<file path="src/rtl/sgdmac_rd_arbiter.sv">
// Two-master read-port arbiter for the SG DMAC: one outstanding burst, grant held from AR to last R beat.
// Build option: define SGDMAC_RD_ARB_FIXED_PRIO_EN to give M0 fixed priority instead of round-robin.
module sgdmac_rd_arbiter #(
    parameter logic RR_INIT = 1'b0
) (
    input  logic        clk,
    input  logic        rst_n,
    input  logic [3:0]  m0_arid_i,
    input  logic [31:0] m0_araddr_i,
    input  logic [3:0]  m0_arlen_i,
    input  logic [2:0]  m0_arsize_i,
    input  logic [1:0]  m0_arburst_i,
    input  logic        m0_arvalid_i,
    output logic        m0_arready_o,
    output logic [3:0]  m0_rid_o,
    output logic [31:0] m0_rdata_o,
    output logic [1:0]  m0_rresp_o,
    output logic        m0_rlast_o,
    output logic        m0_rvalid_o,
    input  logic        m0_rready_i,
    input  logic [3:0]  m1_arid_i,
    input  logic [31:0] m1_araddr_i,
    input  logic [3:0]  m1_arlen_i,
    input  logic [2:0]  m1_arsize_i,
    input  logic [1:0]  m1_arburst_i,
    input  logic        m1_arvalid_i,
    output logic        m1_arready_o,
    output logic [3:0]  m1_rid_o,
    output logic [31:0] m1_rdata_o,
    output logic [1:0]  m1_rresp_o,
    output logic        m1_rlast_o,
    output logic        m1_rvalid_o,
    input  logic        m1_rready_i,
    output logic [3:0]  arid_o,
    output logic [31:0] araddr_o,
    output logic [3:0]  arlen_o,
    output logic [2:0]  arsize_o,
    output logic [1:0]  arburst_o,
    output logic        arvalid_o,
    input  logic        arready_i,
    input  logic [3:0]  rid_i,
    input  logic [31:0] rdata_i,
    input  logic [1:0]  rresp_i,
    input  logic        rlast_i,
    input  logic        rvalid_i,
    output logic        rready_o,
    output logic        busy_o,
    output logic        len_err_o,
    input  logic        len_err_clr_i
);

    typedef enum logic [1:0] {IDLE = 2'd0, ADDR = 2'd1, DATA = 2'd2} state_t;

    state_t     state_r, state_s;
    logic       grant_r, grant_s;
    logic       last_gnt_r, last_gnt_s;
    logic       len_err_r, len_err_s;
    logic [4:0] beat_left_r, beat_left_s;
    logic       win_s, sel_s, gnt_arvalid_s, ar_hs_s, r_hs_s, err_set_s;

    // Payload select comes from flops only; forced to M0 while idle so reset drives M0's payload.
    assign sel_s         = (state_r != IDLE) & grant_r;
    assign gnt_arvalid_s = grant_r ? m1_arvalid_i : m0_arvalid_i;

    assign arid_o    = sel_s ? m1_arid_i    : m0_arid_i;
    assign araddr_o  = sel_s ? m1_araddr_i  : m0_araddr_i;
    assign arlen_o   = sel_s ? m1_arlen_i   : m0_arlen_i;
    assign arsize_o  = sel_s ? m1_arsize_i  : m0_arsize_i;
    assign arburst_o = sel_s ? m1_arburst_i : m0_arburst_i;

    assign arvalid_o    = (state_r == ADDR) & gnt_arvalid_s;
    assign m0_arready_o = (state_r == ADDR) & ~grant_r & arready_i;
    assign m1_arready_o = (state_r == ADDR) &  grant_r & arready_i;

    assign rready_o    = (state_r == DATA) & (grant_r ? m1_rready_i : m0_rready_i);
    assign m0_rvalid_o = (state_r == DATA) & ~grant_r & rvalid_i;
    assign m1_rvalid_o = (state_r == DATA) &  grant_r & rvalid_i;

    assign m0_rid_o   = rid_i;
    assign m0_rdata_o = rdata_i;
    assign m0_rresp_o = rresp_i;
    assign m0_rlast_o = rlast_i;
    assign m1_rid_o   = rid_i;
    assign m1_rdata_o = rdata_i;
    assign m1_rresp_o = rresp_i;
    assign m1_rlast_o = rlast_i;

    assign ar_hs_s   = arvalid_o & arready_i;
    assign r_hs_s    = rvalid_i & rready_o;
    assign busy_o    = (state_r != IDLE);
    assign len_err_o = len_err_r;

    // Arbitration winner among current requesters.
    always_comb begin
        win_s = 1'b0;
        if (m0_arvalid_i && m1_arvalid_i) begin
`ifdef SGDMAC_RD_ARB_FIXED_PRIO_EN
            win_s = 1'b0;
`else
            win_s = ~last_gnt_r;
`endif
        end else if (m1_arvalid_i) begin
            win_s = 1'b1;
        end else begin
            win_s = 1'b0;
        end
    end

    // Next-state, grant, beat counter and length-error logic.
    always_comb begin
        state_s     = state_r;
        grant_s     = grant_r;
        last_gnt_s  = last_gnt_r;
        beat_left_s = beat_left_r;
        err_set_s   = 1'b0;
        case (state_r)
            IDLE: begin
                if (m0_arvalid_i || m1_arvalid_i) begin
                    grant_s     = win_s;
                    beat_left_s = {1'b0, (win_s ? m1_arlen_i : m0_arlen_i)} + 5'd1;
                    state_s     = ADDR;
                end else begin
                    state_s = IDLE;
                end
            end
            ADDR: begin
                if (ar_hs_s) begin
                    state_s    = DATA;
                    last_gnt_s = grant_r;
                end else if (!gnt_arvalid_s) begin
                    state_s = IDLE;
                end else begin
                    state_s = ADDR;
                end
            end
            DATA: begin
                if (r_hs_s) begin
                    // Saturating count: an overrun parks at 0 until rlast arrives.
                    beat_left_s = (beat_left_r == 5'd0) ? 5'd0 : (beat_left_r - 5'd1);
                    if (rlast_i) begin
                        state_s   = IDLE;
                        err_set_s = (beat_left_r != 5'd1);
                    end else begin
                        err_set_s = (beat_left_r <= 5'd1);
                    end
                end else begin
                    beat_left_s = beat_left_r;
                end
            end
            default: begin
                state_s = IDLE;
            end
        endcase
        if (err_set_s) begin
            len_err_s = 1'b1;
        end else if (len_err_clr_i) begin
            len_err_s = 1'b0;
        end else begin
            len_err_s = len_err_r;
        end
    end

    // State and control registers.
    always_ff @(posedge clk or negedge rst_n) begin
        if (!rst_n) begin
            state_r     <= IDLE;
            grant_r     <= RR_INIT;
            last_gnt_r  <= ~RR_INIT;
            beat_left_r <= 5'd0;
            len_err_r   <= 1'b0;
        end else begin
            state_r     <= state_s;
            grant_r     <= grant_s;
            last_gnt_r  <= last_gnt_s;
            beat_left_r <= beat_left_s;
            len_err_r   <= len_err_s;
        end
    end

endmodule

</file>
<file path="config.mk">
export PLATFORM = sky130hd
export DESIGN_NAME = sgdmac_rd_arbiter
export DESIGN_NICKNAME = d
export VERILOG_FILES = /design/src/rtl/sgdmac_rd_arbiter.sv
export SDC_FILE = /design/constraint.sdc
export NUM_CORES = 1
export LEC_CHECK = 0
export CORE_MARGIN = 10
export CORE_UTILIZATION = 27
export CTS_CLUSTER_SIZE = 10
export DETAILED_ROUTE_END_ITERATION = 12
export GPL_ROUTABILITY_DRIVEN = 0
export HOLD_SLACK_MARGIN = 0.15
export PLACE_DENSITY = 0.87
export SETUP_SLACK_MARGIN = 0.05
export SLEW_MARGIN = 20
export SYNTH_ARGS = -nofsm -noshare
export SYNTH_HDL_FRONTEND = slang
export SYNTH_SLANG_ARGS = --single-unit
export TNS_END_PERCENT = 1
</file>
<file path="constraint.sdc">
create_clock -name clk -period 3 [get_ports clk]
set_clock_uncertainty 0.2 [all_clocks]
set_input_delay 0.3 -clock clk [delete_from_list [all_inputs] [get_ports clk]]
set_output_delay 0.3 -clock clk [all_outputs]
set_load 0.01 [all_outputs]
</file>
Word-level counts from Yosys, hierarchy flattened
Index checks and enable logic that the tools add are counted.
Word-level totals
  output and inout bits: 131
  register bits after elaboration: 10
  word-level logic and storage cells: 65
  input bits: 138
Cells by class
  eq/ne operators: 6
  muxes and demuxes: 25
  reductions and logical operators: 11
  add/subtract/negate cells: 2
  order comparisons: 1
  bitwise gates (word level): 15
Operators with widths (number)
  $mux 32: 1
  $mux 5: 3
  $and 1x1->1: 13
  $mux 4: 3
  $mux 1: 11
  $pmux 5 s2: 1
  $mux 2: 4
  $ne 2x2->1 const B: 3
  $pmux 2 s3: 1
  $reduce_and 2->1: 3
  $reduce_bool 2->1: 3
  $add 4x1->5 const B: 1
  $le 5x1->1 const B: 1
  $logic_not 5->1: 1
  $ne 5x1->1 const B: 1
  $sub 5x1->5 const B: 1
  $mux 3: 1
  $reduce_and 3->1: 1
  $eq 2x1->1 const B: 1
  $eq 2x2->1 const B: 1
  $logic_not 2->1: 1
  $not 1->1: 2
  $logic_and 1x1->1: 1
  $logic_or 1x1->1: 1

Logic depth before layout (Yosys ltp)
Gate-level depths: netlist of run 1.
  word-level depth: 6
  mapped depth: 6

Worst setup path before layout of run 1
No wires, ideal clock.
  path kind: register -> register
  start point: reg last_gnt_r
  end point: reg beat_left_r[1]
  period minus slack after synthesis: 1.915 ns
  path buffers: 0
  required time: 2.670 ns
  setup time: 0.130 ns
  cell stages (with the launch flop): 6
  path slack: 1.085 ns
  arrival time: 1.585 ns
  cell sequence: dfstp_2 -> a21boi_2 -> mux2_2 -> ha_1 -> a221oi_1 -> a21oi_1
On the way
  cells in the longest elaborated chain, start to end: 6
Ends and longest elaborated chain
  start: declaration: line 56  | logic last_gnt_r, last_gnt_s;
  start signal: assignment: line 168  | last_gnt_r <= ~RR_INIT;
  start signal: assignment: line 174  | last_gnt_r <= last_gnt_s;
  $not 1->1: line 100  | win_s = ~last_gnt_r;
  $mux 1: line 96  | if (m0_arvalid_i && m1_arvalid_i) begin
  $mux 4: line 120  | beat_left_s = {1'b0, (win_s ? m1_arlen_i : m0_arlen_i)} + 5'd1;
  $add 4x1->5: line 120
  $mux 5: line 118  | if (m0_arvalid_i || m1_arvalid_i) begin
  $pmux 5 s2: line 116  | case (state_r)
  end signal: assignment: line 175  | beat_left_r <= beat_left_s;
  end: declaration: line 58  | logic [4:0] beat_left_r, beat_left_s;
No other way between the ends. The select of a mux whose other input is x is not followed.
A chain may end at the register's enable or synchronous reset.

Worst setup path in the final report of run 1
  start point: reg state_r[1]
  end point: out araddr_o[7]
On the way
  cells in the longest elaborated chain, start to end: 3
Ends and longest elaborated chain
  start: declaration: line 54  | state_t state_r, state_s;
  start signal: assignment: line 172  | state_r <= state_s;
  $reduce_bool 2->1: line 62  | assign sel_s = (state_r != IDLE) & grant_r;
  $and 1x1->1: line 62
  $mux 32: line 66  | assign araddr_o = sel_s ? m1_araddr_i : m0_araddr_i;
  end: declaration: line 35  | output logic [31:0] araddr_o,
No other way between the ends.

==> results of run 1 <==
power groups by stage:
stage / Sequential (mW) / Combinational, mW / Clock, mW
final: 0.294 / 1.48 / 0.172
after detailed placement: 0.293 / 1.50 / 0
after global placement: 0.290 / 1.47 / 0
after floorplan: 0.234 / 0.980 / 0
after global routing: 0.308 / 1.60 / 0.183
after CTS: 0.294 / 1.51 / 0.176
cell families (layout without fill, tap and decap cells):
logic type | after synthesis | after routing | share of synthesized area [%]
compound gates | 24 | 24 | 8.26
xor+xnor | 3 | 3 | 1.36
fa+ha+maj | 4 | 4 | 2.58
buf+inv | 94 | 167 | 35.0
flops | 10 | 10 | 13.0
mux | 52 | 52 | 29.9
simple gates | 32 | 32 | 9.94
worst min path at each step:
stage | from | to | slack, ps
after floorplan | rst_n | beat_left_r[0]$_DFFE_PN0P_ | -200
after global placement | beat_left_r[4]$_DFFE_PN0P_ | beat_left_r[4]$_DFFE_PN0P_ | 300
after detailed placement | beat_left_r[4]$_DFFE_PN0P_ | beat_left_r[4]$_DFFE_PN0P_ | 310
after CTS | rst_n | state_r[1]$_DFFE_PN0P_ | 200
after global routing | rst_n | grant_r$_DFFE_PN0P_ | 220
final | rst_n | grant_r$_DFFE_PN0P_ | 180
worst max-delay path, cell delays in order (launching register included):
cell	delay (ps)
dfrtp_1	500
nor2_4	190
inv_2	50
nand2_2	80
buf_12	240
mux2_2	380
clkdlybuf4s50_1	500
state kept, by name, summed over array words and instances (netlist names):
signal       flops
beat_left_r      5
state_r          2
grant_r          1
last_gnt_r       1
len_err_o        1
final cells by class:
type / count / share of cell area (%)
inverter: 8 / 0.992
sequential: 10 / 8.31
multi-input combinational: 115 / 33.3
tap: 96 / 3.97
timing repair buffer: 155 / 51.6
clock buffer: 4 / 1.82
metal layers:
layer  track usage (%)  vias to the layer above  part of all wire [%]
li1                  -                      827                     -
met1              14.0                      787                    36
met2              25.2                      121                    50
met3              6.57                       41                    11
met4              5.20                        0                   3.1
met5                 0                        -                     0
stage by stage:
| stage | instances | hold WS (ps) | utilization [%] | worst slack, ps | power, mW |
|---|---|---|---|---|---|
| 2_1_floorplan | 219 | -196 | - | 1080 | 1.21 |
| 3_3_place_gp | 384 | 298 | 43.3 | 504 | 1.76 |
| 3_5_place_dp | 384 | 308 | 43.3 | 407 | 1.79 |
| 4_1_cts | 388 | 200 | 44.1 | 260 | 1.98 |
| 5_1_grt | 388 | 218 | 44.1 | 182 | 2.09 |
| 6_report | 388 | 184 | 44.1 | 282 | 1.95 |
cells in the final DEF, fill, tap and decap left out, types with 5 or more instances in the layout:
cell type        instances
inv_1                    7
a21oi_1                  6
mux2i_1                  5
nor2_1                   8
nand2_1                  6
dfrtp_1                  9
o21ai_0                  6
clkdlybuf4s50_1        154
mux2_2                  45
synthesized netlist by cell type, types with 3 or more instances:
cell | n | area share (%)
nor2_1 | 8 | 1.5
xor2_1 | 3 | 1.4
a21oi_1 | 6 | 1.5
nand3_1 | 3 | 0.77
nand2_1 | 6 | 1.2
buf_4 | 82 | 32
mux2_2 | 45 | 26
o21ai_0 | 6 | 1.5
dfrtp_1 | 9 | 12
ha_1 | 4 | 2.6
inv_1 | 7 | 1.4
mux2i_1 | 5 | 2.6
==> flow_summary.json, run 1 <==
{
  "fin_area_um2": 3030,
  "netlist_instances": 219,
  "drive_gt1_share_pct": 19.5,
  "vdd_drop_max_uv": 298,
  "antenna_found_initial": 0,
  "grt_first_pass_wirelength_mm": 12.2,
  "start_util_pct": 28.2,
  "final-setup-viol-count": 0,
  "ctsResizeCount": 0,
  "p_int_mw": 1.18,
  "synth_area_per_cell_um2": 8.85,
  "cp.arrival_ps": 2220,
  "synth-edff-count": 0,
  "core_um2": 6870,
  "fin_crit_ps": 2720,
  "seq_area_um2": 251,
  "die_h_um": 105,
  "p_sw_uw": 768,
  "crit_required_ps": 2500,
  "wl_per_cell_um": 21.3,
  "num_vias": 1776,
  "hold_viol_final": 0,
  "sw_frac_of_total_pct": 39.4,
  "ant_nets": 0,
  "post_dp_cell_area_um2": 2970,
  "ctsHtreeMaxLevel": 1,
  "hp-class": "input port to async pin",
  "antenna_cells": 0,
  "post-dp-hpwl_mm": 7.30,
  "p_seq_share_pct": 15.1,
  "fillers": 679,
  "drc_errors": 0,
  "cts_sinks": 10,
  "power_density_nw_per_um2": 644,
  "synth_seq_area_share_pct": 13.0,
  "numCtsBuffers": 3,
  "via_per_inst": 4.58,
  "hold_buffers": 0,
  "dieArea_um2": 11000,
  "grt_max_degree": 46,
  "yosys_warnings": 0,
  "crit_type": "register to output pin",
  "port_buffers": 154,
  "grt.overflow.total": 0,
  "drv_cap": 0,
  "slew_headroom_pct": 68.5,
  "rsz0062_at_grt": "no",
  "root_buffer": "clkbuf_8",
  "period_share_pct": 90.6,
  "area_delta_synth_final_pct": 56.2,
  "crit_end": "araddr_o[7]",
  "crit-reg2reg-launch": "last_gnt_r$_DFFE_PN1P_",
  "regToRegSetupSlack_ps": 910,
  "synthArstFlopShare_pct": 100,
  "ff2ff_path_depth": 5,
  "drt_iter0_markers": 30,
  "ys_types": 40,
  "routed_wl_mm": 8.27,
  "p_leak_nw": 1.18,
  "netlist_area_um2": 1940,
  "boundaryPins": 269,
  "syn_nets": 361,
  "clockBufferDepth": 2,
  "grt_usage_pct": 14.1,
  "fin_setup_tns_ps": 0,
  "combPwrFrac_pct": 76.1,
  "final_nets": 435,
  "status": "finished clean",
  "dr.pass1.iters": 4,
  "pwr-share-clk_pct": 8.8,
  "postCtsSetupBuffers": 0,
  "synthFlopType": "dfrtp_1",
  "slew_violations": 0,
  "worst_pin_slew_ps": 472,
  "critPathLaunchType": "register",
  "grt_pass1_vias": 1925,
  "max_freq_mhz": 368,
  "die_x_um": 105,
  "clk_latency_ps": 240,
  "cts_tree": "yes",
  "multiInputGateArea_um2": 1010,
  "rows": 30,
  "r2r-end": "beat_left_r[1]$_DFFE_PN0P_",
  "crit_path_end_kind": "output pin",
  "startpoint": "state_r[1]$_DFFE_PN0P_",
  "ys_ff_latch": 10,
  "path_clk_slew_ps": 50,
  "cp_max_fo": 45
}
Note: power is estimated with default switching activity, not from simulation.
==> inputs of run 2 (changes only) <==
--- a/config.mk
+++ b/config.mk
@@ -6,12 +6,12 @@
 export NUM_CORES = 1
 export LEC_CHECK = 0
 export CORE_MARGIN = 10
-export CORE_UTILIZATION = 27
+export CORE_UTILIZATION = 25
 export CTS_CLUSTER_SIZE = 10
 export DETAILED_ROUTE_END_ITERATION = 12
 export GPL_ROUTABILITY_DRIVEN = 0
 export HOLD_SLACK_MARGIN = 0.15
-export PLACE_DENSITY = 0.87
+export PLACE_DENSITY = 0.81
 export SETUP_SLACK_MARGIN = 0.05
 export SLEW_MARGIN = 20
 export SYNTH_ARGS = -nofsm -noshare
==> constraint.sdc (replaced) <==
create_clock -name clk -period 2.8 [get_ports clk]
set_clock_uncertainty 0.2 [all_clocks]
set_input_delay 0.28 -clock clk [delete_from_list [all_inputs] [get_ports clk]]
set_output_delay 0.28 -clock clk [all_outputs]
set_load 0.01 [all_outputs]
==> run 2 against run 1 <==
Compared with the run above:
- final cell count up 2.6%
- non-clock buffer count up 4
- cell area up 1.8%
- first-iteration DRC count up 110%
- setup slack worse by 110 ps
- via count down 2.5%
- global-route usage down 1.6 points
- total power up 11%
==> flow_summary.json, run 2 (synthesis results as in run 1) <==
{
  "area_delta_synth_final_pct": 59.0,
  "core_um2": 7650,
  "drt_iter0_markers": 63,
  "cp_max_fo": 21,
  "critPathMaxStageDelay_ps": 510,
  "crit_path_end_kind": "output pin",
  "drive_gt1_share_pct": 20.6,
  "final-setup-viol-count": 0,
  "grt.overflow.total": 0,
  "rows": 32,
  "boundaryPins": 269,
  "place.detailed.instances": 393,
  "cp_num_buf_inv": 3,
  "cp.arrival_ps": 2150,
  "cts_sinks": 10,
  "num_vias": 1731,
  "total_power_mw": 2.17,
  "start_util_pct": 25.3,
  "grt_pass1_vias": 1848,
  "antenna_found_initial": 0,
  "drc_errors": 0,
  "final_nets": 439,
  "critPathSlowestCell": "clkdlybuf4s50_1",
  "grt_usage_pct": 12.5,
  "power_density_nw_per_um2": 705,
  "stdcell_count": 398,
  "path_clk_slew_ps": 50,
  "worst_pin_slew_ps": 440,
  "crit_required_ps": 2320,
  "cts_tree": "yes",
  "max_freq_mhz": 381,
  "dieArea_um2": 11700,
  "critPathLaunchType": "register",
  "final_cell_mix": "clkdlybuf4s50_1 (154), mux2_2 (45), dfrtp_1 (9), nor2_1 (8), inv_1 (7)",
  "drv_cap": 0,
  "p_leak_nw": 1.21,
  "period_share_pct": 93.8,
  "fin_setup_tns_ps": 0,
  "ctsResizeCount": 0,
  "place_worst_setup_slack_ps": 302,
  "status": "finished clean",
  "crit-reg2reg-launch": "last_gnt_r$_DFFE_PN1P_",
  "postCtsSetupBuffers": 0,
  "hold_buffers": 0,
  "slew_headroom_pct": 70.6,
  "post-dp-hpwl_mm": 7.29,
  "clk_latency_ps": 240,
  "vdd_drop_max_uv": 331,
  "dr.pass1.iters": 4,
  "die_h_um": 108,
  "slew_violations": 0,
  "grt_max_degree": 43,
  "reg_top3": "beat_left_r (5), state_r (2)",
  "hp-class": "input port to async pin",
  "largest_register_ff_count": 5,
  "ant_nets": 0,
  "routed_wl_mm": 8.36,
  "grt_first_pass_wirelength_mm": 11.3,
  "top_register": "beat_left_r",
  "ctsHtreeMaxLevel": 1,
  "numCtsBuffers": 3,
  "worst_slack_ps": 173,
  "whs_ps": 149,
  "root_buffer": "clkbuf_8",
  "fillers": 748,
  "rsz0062_at_grt": "no",
  "startpoint": "state_r[1]$_DFFE_PN0P_",
  "wl_per_cell_um": 21.0,
  "hold_viol_final": 0,
  "cpLargestDelayFamily": "buffers and inverters",
  "antenna_cells": 0,
  "clockBufferDepth": 2,
  "final_common_cell": "clkdlybuf4s50_1",
  "via_per_inst": 4.35,
  "fin_crit_ps": 2630,
  "path_cells": "nor2_4 > inv_2 > nand2_2 > buf_12 > mux2_2 > clkdlybuf4s50_1",
  "crit_type": "register to output pin",
  "die_x_um": 108,
  "port_buffers": 154
}
-- run 2: layout make-up --
| class | instances | area [um2] | area share [%] |
|---|---|---|---|
| clock buffers | 4 | 55.1 | 1.79 |
| well taps | 102 | 128 | 4.14 |
| multi-input cells | 115 | 1010 | 32.7 |
| inverters | 8 | 30.0 | 0.974 |
| repair buffers | 159 | 1610 | 52.2 |
| flip-flops and latches | 10 | 251 | 8.16 |
-- run 2: routing by layer --
metal	up-vias	track usage [%]	wire length, um
li1	833	-	-
met5	-	0	0
met1	787	14.3	3210
met2	89	20.5	4040
met3	22	5.23	977
met4	0	4.58	133
-- run 2: worst register-to-register path, cell delays in order (launching register included) --
cell	delay (ps)
dfstp_2	370
a21boi_2	340
mux2_2	390
ha_1	280
a221oi_1	250
a21oi_1	60
-- run 2: final timing paths --
kind                       cells after the start                         end  slack, ps
setup / recovery                               6                araddr_o[13]        170
hold / removal                                 1      state_r[0]$_DFFE_PN0P_        150
setup reg to reg                               5  beat_left_r[1]$_DFFE_PN0P_        780
hold reg to reg                                2  beat_left_r[4]$_DFFE_PN0P_        300
max in group asynchronous                      1      last_gnt_r$_DFFE_PN1P_       1920
min in group clk                               2  beat_left_r[4]$_DFFE_PN0P_        300
-- run 2: stage by stage --
stage | utilization [%] | area [um2]
6_report | 40.3 | 3080
4_1_cts | 40.0 | 3060
3_3_place_gp | 39.3 | 3000
3_5_place_dp | 39.3 | 3000
5_1_grt | 40.3 | 3080
2_1_floorplan | - | 1940
-- run 2: power by group --
| group | switching, mW | internal [mW] | leakage (nW) |
|---|---|---|---|
| clock | 0.0613 | 0.124 | 0.0288 |
| sequential | 0.0554 | 0.215 | 0.122 |
| combinational | 0.732 | 0.985 | 1.05 |
